--- src/rtl/cflog_loop_writer_pkg.sv ---
// Shared types for the CFLog loop writer: loop marker, write FSM encoding, pending-entry layout.
package acfa_cflog_pkg;

    localparam logic [15:0] LOOP_TAG = 16'hFFFF;

    localparam int unsigned WC_BR   = 2;
    localparam int unsigned WC_LOOP = 3;
    localparam int unsigned WC_MAX  = 5;

    typedef enum logic [2:0] {
        IDLE,
        W_TAG,
        W_CHI,
        W_CLO,
        W_SRC,
        W_DST
    } wr_state_t;

    // Field order matches the order the words leave for the log.
    typedef struct packed {
        logic        has_loop;
        logic [31:0] ctr;
        logic        has_br;
        logic [15:0] src;
        logic [15:0] dest;
    } entry_t;

    localparam int ENTRY_W = $bits(entry_t);

    function automatic logic [2:0] entry_words(input entry_t e);
        logic [2:0] n;
        n = 3'd0;
        if (e.has_loop) n = n + 3'(WC_LOOP);
        if (e.has_br)   n = n + 3'(WC_BR);
        return n;
    endfunction

endpackage

--- src/rtl/cflog_loop_writer_if.sv ---
// Branch/loop event inputs and CFLog write-port outputs of the loop writer.
interface cflog_loop_writer_if #(
    parameter int unsigned LOG_AW = 8
);
    logic              branch_detect;
    logic [15:0]       branch_src;
    logic [15:0]       branch_dest;
    logic              loop_detect;
    logic [31:0]       loop_ctr;
    logic              flush;

    logic              log_wr_en;
    logic [LOG_AW-1:0] log_addr;
    logic [15:0]       log_wdata;
    logic [LOG_AW-1:0] log_ptr;
    logic              log_full;
    logic              overflow;
    logic              flush_done;

    modport master (
        output branch_detect, branch_src, branch_dest, loop_detect, loop_ctr, flush,
        input  log_wr_en, log_addr, log_wdata, log_ptr, log_full, overflow, flush_done
    );

    modport slave (
        input  branch_detect, branch_src, branch_dest, loop_detect, loop_ctr, flush,
        output log_wr_en, log_addr, log_wdata, log_ptr, log_full, overflow, flush_done
    );
endinterface

--- src/rtl/cflog_loop_writer_entry_fifo.sv ---
// Show-ahead synchronous FIFO of pending log entries; write visible on rd_dat the cycle after push.
// No backpressure: push while full and pop while empty are ignored, callers watch full/empty.
module cflog_entry_fifo #(
    parameter int unsigned WIDTH = 66,
    parameter int unsigned DEPTH = 4
) (
    input  logic             clk,
    input  logic             reset,
    input  logic             wr_en,
    input  logic [WIDTH-1:0] wr_dat,
    input  logic             rd_en,
    output logic [WIDTH-1:0] rd_dat,
    output logic             full,
    output logic             empty
);
    localparam int unsigned AW = $clog2(DEPTH);

    logic [WIDTH-1:0] mem [DEPTH];
    logic [AW-1:0]    wr_ptr;
    logic [AW-1:0]    rd_ptr;
    logic [AW:0]      count;
    logic             do_push;
    logic             do_pop;

    assign full    = (count == (AW+1)'(DEPTH));
    assign empty   = (count == '0);
    assign do_push = wr_en && !full;
    assign do_pop  = rd_en && !empty;
    assign rd_dat  = mem[rd_ptr];

    always_ff @(posedge clk) begin
        if (do_push) mem[wr_ptr] <= wr_dat;
    end

    // DEPTH is a power of two, so the pointers wrap naturally.
    always_ff @(posedge clk) begin
        if (reset) begin
            wr_ptr <= '0;
            rd_ptr <= '0;
            count  <= '0;
        end else begin
            if (do_push) wr_ptr <= wr_ptr + 1'b1;
            if (do_pop)  rd_ptr <= rd_ptr + 1'b1;
            case ({do_push, do_pop})
                2'b10:   count <= count + 1'b1;
                2'b01:   count <= count - 1'b1;
                default: count <= count;
            endcase
        end
    end

endmodule

--- src/rtl/cflog_loop_writer.sv ---
// Compresses branch/loop events into CFLog words; first word written 2 cycles after the event, then 1 word/cycle.
// No backpressure from the log port; FIFO-full or log-space shortfall drops the entry and sets overflow.
module cflog_loop_writer #(
    parameter int unsigned LOG_DEPTH  = 256,
    parameter int unsigned LOG_AW     = 8,
    parameter int unsigned FIFO_DEPTH = 4,
    parameter logic [15:0] LOOP_TAG   = acfa_cflog_pkg::LOOP_TAG
) (
    input  logic              clk,
    input  logic              reset,
    cflog_loop_writer_if.slave bus
);
    import acfa_cflog_pkg::*;

    // One extra pointer bit so a completely full log reads as zero free words instead of wrapping.
    localparam int unsigned     PW      = LOG_AW + 1;
    localparam logic [PW-1:0]   DEPTH_W = PW'(LOG_DEPTH);
    localparam logic [PW-1:0]   MAX_W   = PW'(WC_MAX);

    wr_state_t        state_q, state_d;
    logic [PW-1:0]    ptr_q, ptr_d;
    logic [PW-1:0]    free_words;
    logic             full_q;
    logic             ovf_q, ovf_d;
    logic             done_q;
    logic             loop_open_q, loop_open_d;
    logic             pend_q, pend_d;

    entry_t           enq_ent;
    entry_t           head;
    logic [ENTRY_W-1:0] head_raw;
    logic             enq;
    logic             drop_evt;
    logic             fifo_full;
    logic             fifo_empty;
    logic             pop;
    logic             load;
    logic             discard;
    logic             drain_met;
    logic             wr_en;
    logic [15:0]      wdata;

    logic [31:0]      cur_ctr_q;
    logic             cur_has_br_q;
    logic [15:0]      cur_src_q;
    logic [15:0]      cur_dest_q;

    cflog_entry_fifo #(
        .WIDTH (ENTRY_W),
        .DEPTH (FIFO_DEPTH)
    ) u_fifo (
        .clk    (clk),
        .reset  (reset),
        .wr_en  (enq),
        .wr_dat (enq_ent),
        .rd_en  (pop),
        .rd_dat (head_raw),
        .full   (fifo_full),
        .empty  (fifo_empty)
    );

    assign head = entry_t'(head_raw);

    // A branch in the same cycle as a flush is classified first, so at most one entry is enqueued.
    always_comb begin
        enq         = 1'b0;
        enq_ent     = '0;
        loop_open_d = loop_open_q;
        drop_evt    = 1'b0;
        if (bus.branch_detect) begin
            if (pend_q) begin
                drop_evt = 1'b1;
            end else if (bus.loop_detect) begin
                loop_open_d = 1'b1;
            end else begin
                enq            = 1'b1;
                enq_ent.has_br = 1'b1;
                enq_ent.src    = bus.branch_src;
                enq_ent.dest   = bus.branch_dest;
                if (loop_open_q) begin
                    enq_ent.has_loop = 1'b1;
                    enq_ent.ctr      = bus.loop_ctr;
                    loop_open_d      = 1'b0;
                end
            end
        end
        if (bus.flush && loop_open_d) begin
            enq              = 1'b1;
            enq_ent          = '0;
            enq_ent.has_loop = 1'b1;
            enq_ent.ctr      = bus.loop_ctr;
            loop_open_d      = 1'b0;
        end
    end

    assign drain_met  = pend_q && fifo_empty && (state_q == IDLE);
    assign free_words = DEPTH_W - ptr_q;

    always_comb begin
        pend_d = pend_q;
        if (drain_met) pend_d = 1'b0;
        if (bus.flush) pend_d = 1'b1;
    end

    always_comb begin
        state_d = state_q;
        pop     = 1'b0;
        load    = 1'b0;
        discard = 1'b0;
        wr_en   = 1'b0;
        wdata   = 16'h0000;
        case (state_q)
            IDLE: begin
                if (!fifo_empty) begin
                    pop = 1'b1;
                    if (free_words < PW'(entry_words(head))) begin
                        discard = 1'b1;
                    end else begin
                        load    = 1'b1;
                        state_d = head.has_loop ? W_TAG : W_SRC;
                    end
                end
            end
            W_TAG: begin
                wr_en   = 1'b1;
                wdata   = LOOP_TAG;
                state_d = W_CHI;
            end
            W_CHI: begin
                wr_en   = 1'b1;
                wdata   = cur_ctr_q[31:16];
                state_d = W_CLO;
            end
            W_CLO: begin
                wr_en   = 1'b1;
                wdata   = cur_ctr_q[15:0];
                state_d = cur_has_br_q ? W_SRC : IDLE;
            end
            W_SRC: begin
                wr_en   = 1'b1;
                wdata   = cur_src_q;
                state_d = W_DST;
            end
            W_DST: begin
                wr_en   = 1'b1;
                wdata   = cur_dest_q;
                state_d = IDLE;
            end
            default: state_d = IDLE;
        endcase
    end

    always_comb begin
        ptr_d = ptr_q;
        if (drain_met)  ptr_d = '0;
        else if (wr_en) ptr_d = ptr_q + 1'b1;
    end

    // A drop in the drain cycle still leaves overflow set.
    always_comb begin
        ovf_d = ovf_q;
        if (drain_met) ovf_d = 1'b0;
        if (drop_evt || (enq && fifo_full) || discard) ovf_d = 1'b1;
    end

    always_ff @(posedge clk) begin
        if (reset) begin
            state_q     <= IDLE;
            ptr_q       <= '0;
            full_q      <= 1'b0;
            ovf_q       <= 1'b0;
            done_q      <= 1'b0;
            loop_open_q <= 1'b0;
            pend_q      <= 1'b0;
        end else begin
            state_q     <= state_d;
            ptr_q       <= ptr_d;
            full_q      <= (DEPTH_W - ptr_d) < MAX_W;
            ovf_q       <= ovf_d;
            done_q      <= drain_met;
            loop_open_q <= loop_open_d;
            pend_q      <= pend_d;
        end
    end

    always_ff @(posedge clk) begin
        if (load) begin
            cur_ctr_q    <= head.ctr;
            cur_has_br_q <= head.has_br;
            cur_src_q    <= head.src;
            cur_dest_q   <= head.dest;
        end
    end

    assign bus.log_wr_en  = wr_en;
    assign bus.log_addr   = ptr_q[LOG_AW-1:0];
    assign bus.log_wdata  = wdata;
    assign bus.log_ptr    = ptr_q[LOG_AW-1:0];
    assign bus.log_full   = full_q;
    assign bus.overflow   = ovf_q;
    assign bus.flush_done = done_q;

endmodule

--- src/flat_wrapper.sv ---
// flat-port wrapper written by rule: the top's interface ports become plain ports
module cflog_loop_writer_flat import acfa_cflog_pkg::*;
#(
    parameter int unsigned LOG_DEPTH  = 256,
    parameter int unsigned LOG_AW     = 8,
    parameter int unsigned FIFO_DEPTH = 4,
    parameter logic [15:0] LOOP_TAG   = acfa_cflog_pkg::LOOP_TAG
)
  (clk, reset, bus_branch_detect, bus_branch_src, bus_branch_dest, bus_loop_detect, bus_loop_ctr, bus_flush, bus_log_wr_en, bus_log_addr, bus_log_wdata, bus_log_ptr, bus_log_full, bus_overflow, bus_flush_done);
  cflog_loop_writer_if #(.LOG_AW(LOG_AW)) bus_i ();
  input  logic clk;
  input  logic reset;
  input wire logic [$bits(bus_i.branch_detect)-1:0] bus_branch_detect;
  input wire logic [$bits(bus_i.branch_src)-1:0] bus_branch_src;
  input wire logic [$bits(bus_i.branch_dest)-1:0] bus_branch_dest;
  input wire logic [$bits(bus_i.loop_detect)-1:0] bus_loop_detect;
  input wire logic [$bits(bus_i.loop_ctr)-1:0] bus_loop_ctr;
  input wire logic [$bits(bus_i.flush)-1:0] bus_flush;
  output wire logic [$bits(bus_i.log_wr_en)-1:0] bus_log_wr_en;
  output wire logic [$bits(bus_i.log_addr)-1:0] bus_log_addr;
  output wire logic [$bits(bus_i.log_wdata)-1:0] bus_log_wdata;
  output wire logic [$bits(bus_i.log_ptr)-1:0] bus_log_ptr;
  output wire logic [$bits(bus_i.log_full)-1:0] bus_log_full;
  output wire logic [$bits(bus_i.overflow)-1:0] bus_overflow;
  output wire logic [$bits(bus_i.flush_done)-1:0] bus_flush_done;
  assign bus_i.branch_detect = bus_branch_detect;
  assign bus_i.branch_src = bus_branch_src;
  assign bus_i.branch_dest = bus_branch_dest;
  assign bus_i.loop_detect = bus_loop_detect;
  assign bus_i.loop_ctr = bus_loop_ctr;
  assign bus_i.flush = bus_flush;
  assign bus_log_wr_en = bus_i.log_wr_en;
  assign bus_log_addr = bus_i.log_addr;
  assign bus_log_wdata = bus_i.log_wdata;
  assign bus_log_ptr = bus_i.log_ptr;
  assign bus_log_full = bus_i.log_full;
  assign bus_overflow = bus_i.overflow;
  assign bus_flush_done = bus_i.flush_done;
  cflog_loop_writer #(.LOG_DEPTH(LOG_DEPTH), .LOG_AW(LOG_AW), .FIFO_DEPTH(FIFO_DEPTH), .LOOP_TAG(LOOP_TAG)) u_core (.clk(clk), .reset(reset), .bus(bus_i));
endmodule
--- config.mk ---
export PLATFORM = sky130hd
export DESIGN_NAME = cflog_loop_writer_flat
export DESIGN_NICKNAME = d
export VERILOG_FILES = /design/src/rtl/cflog_loop_writer_pkg.sv /design/src/rtl/cflog_loop_writer_if.sv /design/src/rtl/cflog_loop_writer_entry_fifo.sv /design/src/rtl/cflog_loop_writer.sv /design/src/flat_wrapper.sv
export SDC_FILE = /design/constraint.sdc
export NUM_CORES = 1
export LEC_CHECK = 0
export ABC_AREA = 1
export CAP_MARGIN = 10
export CORE_MARGIN = 2
export CORE_UTILIZATION = 45
export CTS_CLUSTER_SIZE = 10
export DETAILED_ROUTE_END_ITERATION = 10
export PLACE_DENSITY = 0.63
export SYNTH_ARGS = -nofsm -noshare
export SYNTH_HDL_FRONTEND = slang
export SYNTH_SLANG_ARGS = --single-unit
--- constraint.sdc ---
create_clock -name clk -period 7.4 [get_ports clk]
set_input_delay 1.48 -clock clk [delete_from_list [all_inputs] [get_ports clk]]
set_output_delay 1.48 -clock clk [all_outputs]
set_load 0.02 [all_outputs]
# After elaboration in Yosys (flattened, before gate mapping)
# Memories as Yosys holds them, arrays and structs flattened. A register that Yosys moved wholly into a read port is not among the register bits.
# Cells that the tools add are included.
# totals
register_bits,89
ramBits,264
input_bits,69
output_inout_bits,36
word_cells,98
n_memories,1
# memory_table
memory,words,word_bits,read_ports,rd_clocked_by_memory_dff,wr,line_no,rtl
u_core.u_fifo.mem,4,66,1,1,1,cflog_loop_writer_entry_fifo.sv:18,logic [WIDTH-1:0] mem [DEPTH];
# op_classes
addsub,8
n_lt_le_gt_ge,2
n_eq_ne,10
mux,45
reduce_logical,18
# op_table
operator,count
66-bit two-way mux,4
16-bit case mux with 5 select lines,1
33-bit two-way mux,1
3-bit two-way mux,9
1-bit two-way mux,23
9-bit two-way mux,2
9-bit subtractor (first input constant),2
3-bit case mux with 5 select lines,1
9-bit by 1-bit adder with 9-bit output (second input constant),1
3-bit equality test (second input constant),3
9-bit by 3-bit < comparator with 1-bit output,1
9-bit by 3-bit < comparator with 1-bit output (second input constant),1
3-bit by 2-bit equality test with 1-bit output (second input constant),2
1-bit logical AND,6
3-bit logical NOT,2
2-bit two-way mux,3
3-bit case mux with 2 select lines,1
2-bit nonzero test,3
5-bit OR reduction,1
2-bit by 1-bit adder with 2-bit output (second input constant),2
2-bit != test (second input constant),2
3-bit by 1-bit adder with 3-bit output (second input constant),1
3-bit by 2-bit adder with 3-bit output (second input constant),1
3-bit by 1-bit equality test with 1-bit output (second input constant),1
7 further kinds,9

# Logic depth before layout (Yosys ltp)
# logic_depth
ltp_word,13
ltp_mapped,15
depth_no_buf,15

# Modules after synthesis
# A second synthesis with hierarchy kept.
# hier_totals
hier_cells,1207
hier_area_um2,15162.0
# by_module_without_submodules
mod,n_inst,cells_each,area_each_um2,seq_area_each_um2
cflog_entry_fifo,1,708,10865.4,8107.8
cflog_loop_writer,1,499,4296.6,2292.2

# Worst setup path after synthesis
# Ideal clock, no wire load.
# synth_timing
kind,register to register
from,reg with a tool-made name
to,"reg u_core.cur_ctr_q[0], enable pin"
setup_ps,588
t_arrival_ps,6698
t_required_ps,6812
slack_ps,114
path_stages_with_launch,14
n_path_buf,3
period_less_slack_ps,7286
path_cell_list,dfxtp_1 -> buf_2 -> inv_1 -> clkbuf_1 -> clkbuf_1 -> nor2_1 -> o22ai_1 -> ha_1 -> inv_1 -> ha_1 -> o21ai_1 -> inv_1 -> o21ai_1 -> a21boi_0
# synth_rtl
item,line_no,rtl
"end signal, assigned",cflog_loop_writer.sv:188,cur_ctr_q <= head.ctr;
"end, declared",cflog_loop_writer.sv:43,logic [31:0] cur_ctr_q;

==> impl_metrics.yaml <==
sta:
  tns_ns: 0
  fmax_mhz: 226
  fin_worst_skew_ns: 0.0162
  drv_slew: 0
  layout_min_cycle_time_ns: 4.43
  min_period_over_period_pct: 59.8
  rsz0062_at_grt: "false"
  holdWs_ns: 0.460
  setup_violations: 0
  worst_pin_slew_ns: 0.973
  hold_violations: 0
  maxSlewHeadroom_pct: 35.0
logic_synthesis:
  yosysUniqueCellTypes: 40
  avgSynthCellArea_sq_um: 12.1
  yosysWarnings: 0
  synth.cell_area_sq_mm: 0.0144
  synth-async-reset-ratio_pct: 0
  ys_seq_area_share_pct: 72.2
  synth_edf_count: 329
  yosysTopAreaCell: "edfxtp_1"
  synth_ff_type: "edfxtp_1"
  synth_fp_nets: 1273
  synth_area_leaders: "edfxtp_1 69%, nor2_1 6.0%, o21ai_0 4.9%"
  yosysTopAreaCellShare_pct: 68.6
  post-synth-top-count-cell: "edfxtp_1"
  yosys_register_bits: 355
  synth_cells: 1192
  synth_common_cells: "329 x edfxtp_1, 231 x nor2_1, 142 x o21ai_0"
placement:
  gp_congestion: 0.793
  portBuffers: 104
  placed_cell_area_sq_mm: 0.0158
  dp_hpwl_mm: 19.2
  dp_cells: 1643
die:
  core_area_sq_mm: 0.0316
  die_h_um: 183
  start_util_pct: 45.6
  num_rows: 65
  fp.dieW_um: 183
  ios: 105
  die_area_sq_mm: 0.0334
global_route:
  grt_max_degree: 89
  antenna_found_initial: 1
  grt-ovfl-total: 0
  grt_pass1_vias: 8823
  grt.total_usage_pct: 19.6
  grt_pass1_wl_mm: 50.2
worst_setup_path:
  crit_path_cell_trace: "clkinv_2, o21ai_0, o22ai_1, ha_1, inv_1, ha_1, o21ai_1, inv_1, o21ai_1, a21boi_4, buf_4"
  critPathRequiredTime_ns: 7.55
  slowest_delay_ns: 0.73
  critPathBufInv: 4
  cp_slowest_cell: "a21boi_4"
  setup.worst_path.class: "register to register"
  worstSetupEndpointType: "register"
  worstPathMaxFanout: 54
  cp.arrival_ns: 4.58
  crit_family: "compound AO/OA/AOI/OAI gates"
  crit_path_start_kind: "register"
power_and_ir_drop:
  p_sw_share_pct: 34.3
  vdd_drop_max_uv: 268
  clock_power_share_pct: 26.3
  p_int_w: 0.00447
  powerDensity_mw_per_mm2: 402
  p_leak_nw: 6.16
  pwr-share-seq_pct: 42.8
  switchingPower_w: 0.00234
  power_frac_comb_pct: 30.9
  total_power_w: 0.00681
routing:
  viasPerCell: 5.45
  drt_drc_violations_left: 0
  routed_wl_mm: 32.5
  drtIter0Drc: 819
  via_count: 9261
  ant_nets: 0
  routedWlPerCell_um: 19.1
  first_pass_iters: 5
finish:
  fin_cells: 1698
  fillCellCount: 2664
  num_antenna_cells: 0
  syn2layout_area_growth_pct: 17.7
  nNetsFinal: 1366
  final_cell_area_sq_mm: 0.0169
  drive_gt1_share_pct: 7.56
cts:
  cts_made_buffers: 42
  cts_max_path_buffers: 3
  clock_sinks: 355
  ctsHoldBuffers: 0
  post_cts_buffers: 0
  clock_latency_ns: 0.53
  cts_tree: "built"
  clk_pin_slew_ns: 0.05
  ctsResizeCount: 0
  htreeDepth: 2
  cts_root_buf: "clkbuf_16"
run_status:
  status: "completed"
hold_path:
  hold_path.class: "register to register"
job:
  maxCapViolations: 0
-- path summary, 6_finish.rpt --
path                                                            from                              to  slack, ns  depth (start not counted)
worst min-delay path            u_core.u_fifo.rd_ptr[1]$_SDFFE_PP0P_                        register       0.46                          2
worst max register to register                              register  u_core.cur_src_q[13]$_DFFE_PP_       2.97                         11
worst min register to register  u_core.u_fifo.rd_ptr[1]$_SDFFE_PP0P_                        register       0.46                          2
worst max-delay path                                        register  u_core.cur_src_q[13]$_DFFE_PP_       2.97                         11
-- per-layer routing --
metal / part of all wire [%] / vias to the layer above / global-route usage [%]
li1: - / 4354 / -
met1: 44 / 4511 / 27.6
met2: 47 / 335 / 31.9
met3: 6.0 / 59 / 2.92
met4: 2.4 / 2 / 5.44
met5: 0.034 / - / 0
-- area by class of cell --
type | instances | area, sq um | area share, %
flip-flops and latches | 355 | 10400 | 61.4
multi-input cells | 646 | 3250 | 19.2
repair buffers | 122 | 1180 | 6.94
clock buffers | 50 | 1100 | 6.51
well taps | 402 | 503 | 2.97
inverters | 118 | 449 | 2.65
clock inverters | 5 | 53.8 | 0.318
-- cells by family after synthesis --
kind of cell / after synthesis / share of synthesized area [%]
and+or+nand+nor: 385 / 11.4
DFF: 355 / 72.2
AOI/OAI and AO/OA: 247 / 9.61
buffers and inverters: 191 / 5.54
adders and majority gates: 12 / 1.10
xor gates and xnor gates: 2 / 0.122
-- cells in the final DEF, fill, tap and decap left out, drive strengths merged, types with 19 or more instances in the layout --
cell / Yosys / final
clkbuf: 47 / 50
clkdlybuf4s50: 0 / 104
dfxtp: 26 / 26
edfxtp: 329 / 329
inv: 117 / 116
nand2: 97 / 97
nand3: 24 / 24
nand4: 19 / 19
nor2: 235 / 235
o21ai: 144 / 144
o22ai: 66 / 66
-- tightest hold or removal path, cell delays in order, from the launching register on --
cell,delay (ns)
dfxtp_1,0.29
inv_1,0.05
a21oi_1,0.07
-- power by group through the flow --
stage / sequential [W] / clock, W / combinational, W
3_5_place_dp: 0.00295 / 0 / 0.00211
2_1_floorplan: 0.00291 / 0 / 0.00141
6_report: 0.00291 / 0.00179 / 0.00210
3_3_place_gp: 0.00294 / 0 / 0.00208
5_1_grt: 0.00295 / 0.00190 / 0.00234
4_1_cts: 0.00291 / 0.00182 / 0.00212
-- sequential cells by signal, indices dropped and copies added (netlist names), named ones only --
register and flops:
u_core.bus.flush_done 1, u_core.bus.log_full 1, u_core.bus.overflow 1, u_core.cur_ctr_q 32, u_core.cur_dest_q 16, u_core.cur_has_br_q 1
u_core.cur_src_q 16, u_core.loop_open_q 1, u_core.pend_q 1, u_core.ptr_q 9, u_core.state_q 3, u_core.u_fifo.count 3
u_core.u_fifo.mem 264, u_core.u_fifo.rd_ptr 2, u_core.u_fifo.wr_ptr 2
-- stage by stage --
stage               setup slack, ns  utilization, %
floorplan                     0.114               -
global placement               2.49            50.0
detailed placement             2.48            50.0
CTS                            2.95            53.7
global route                   2.57            53.7
finish                         2.97            53.7
Note: power is estimated with default switching activity, not from simulation.
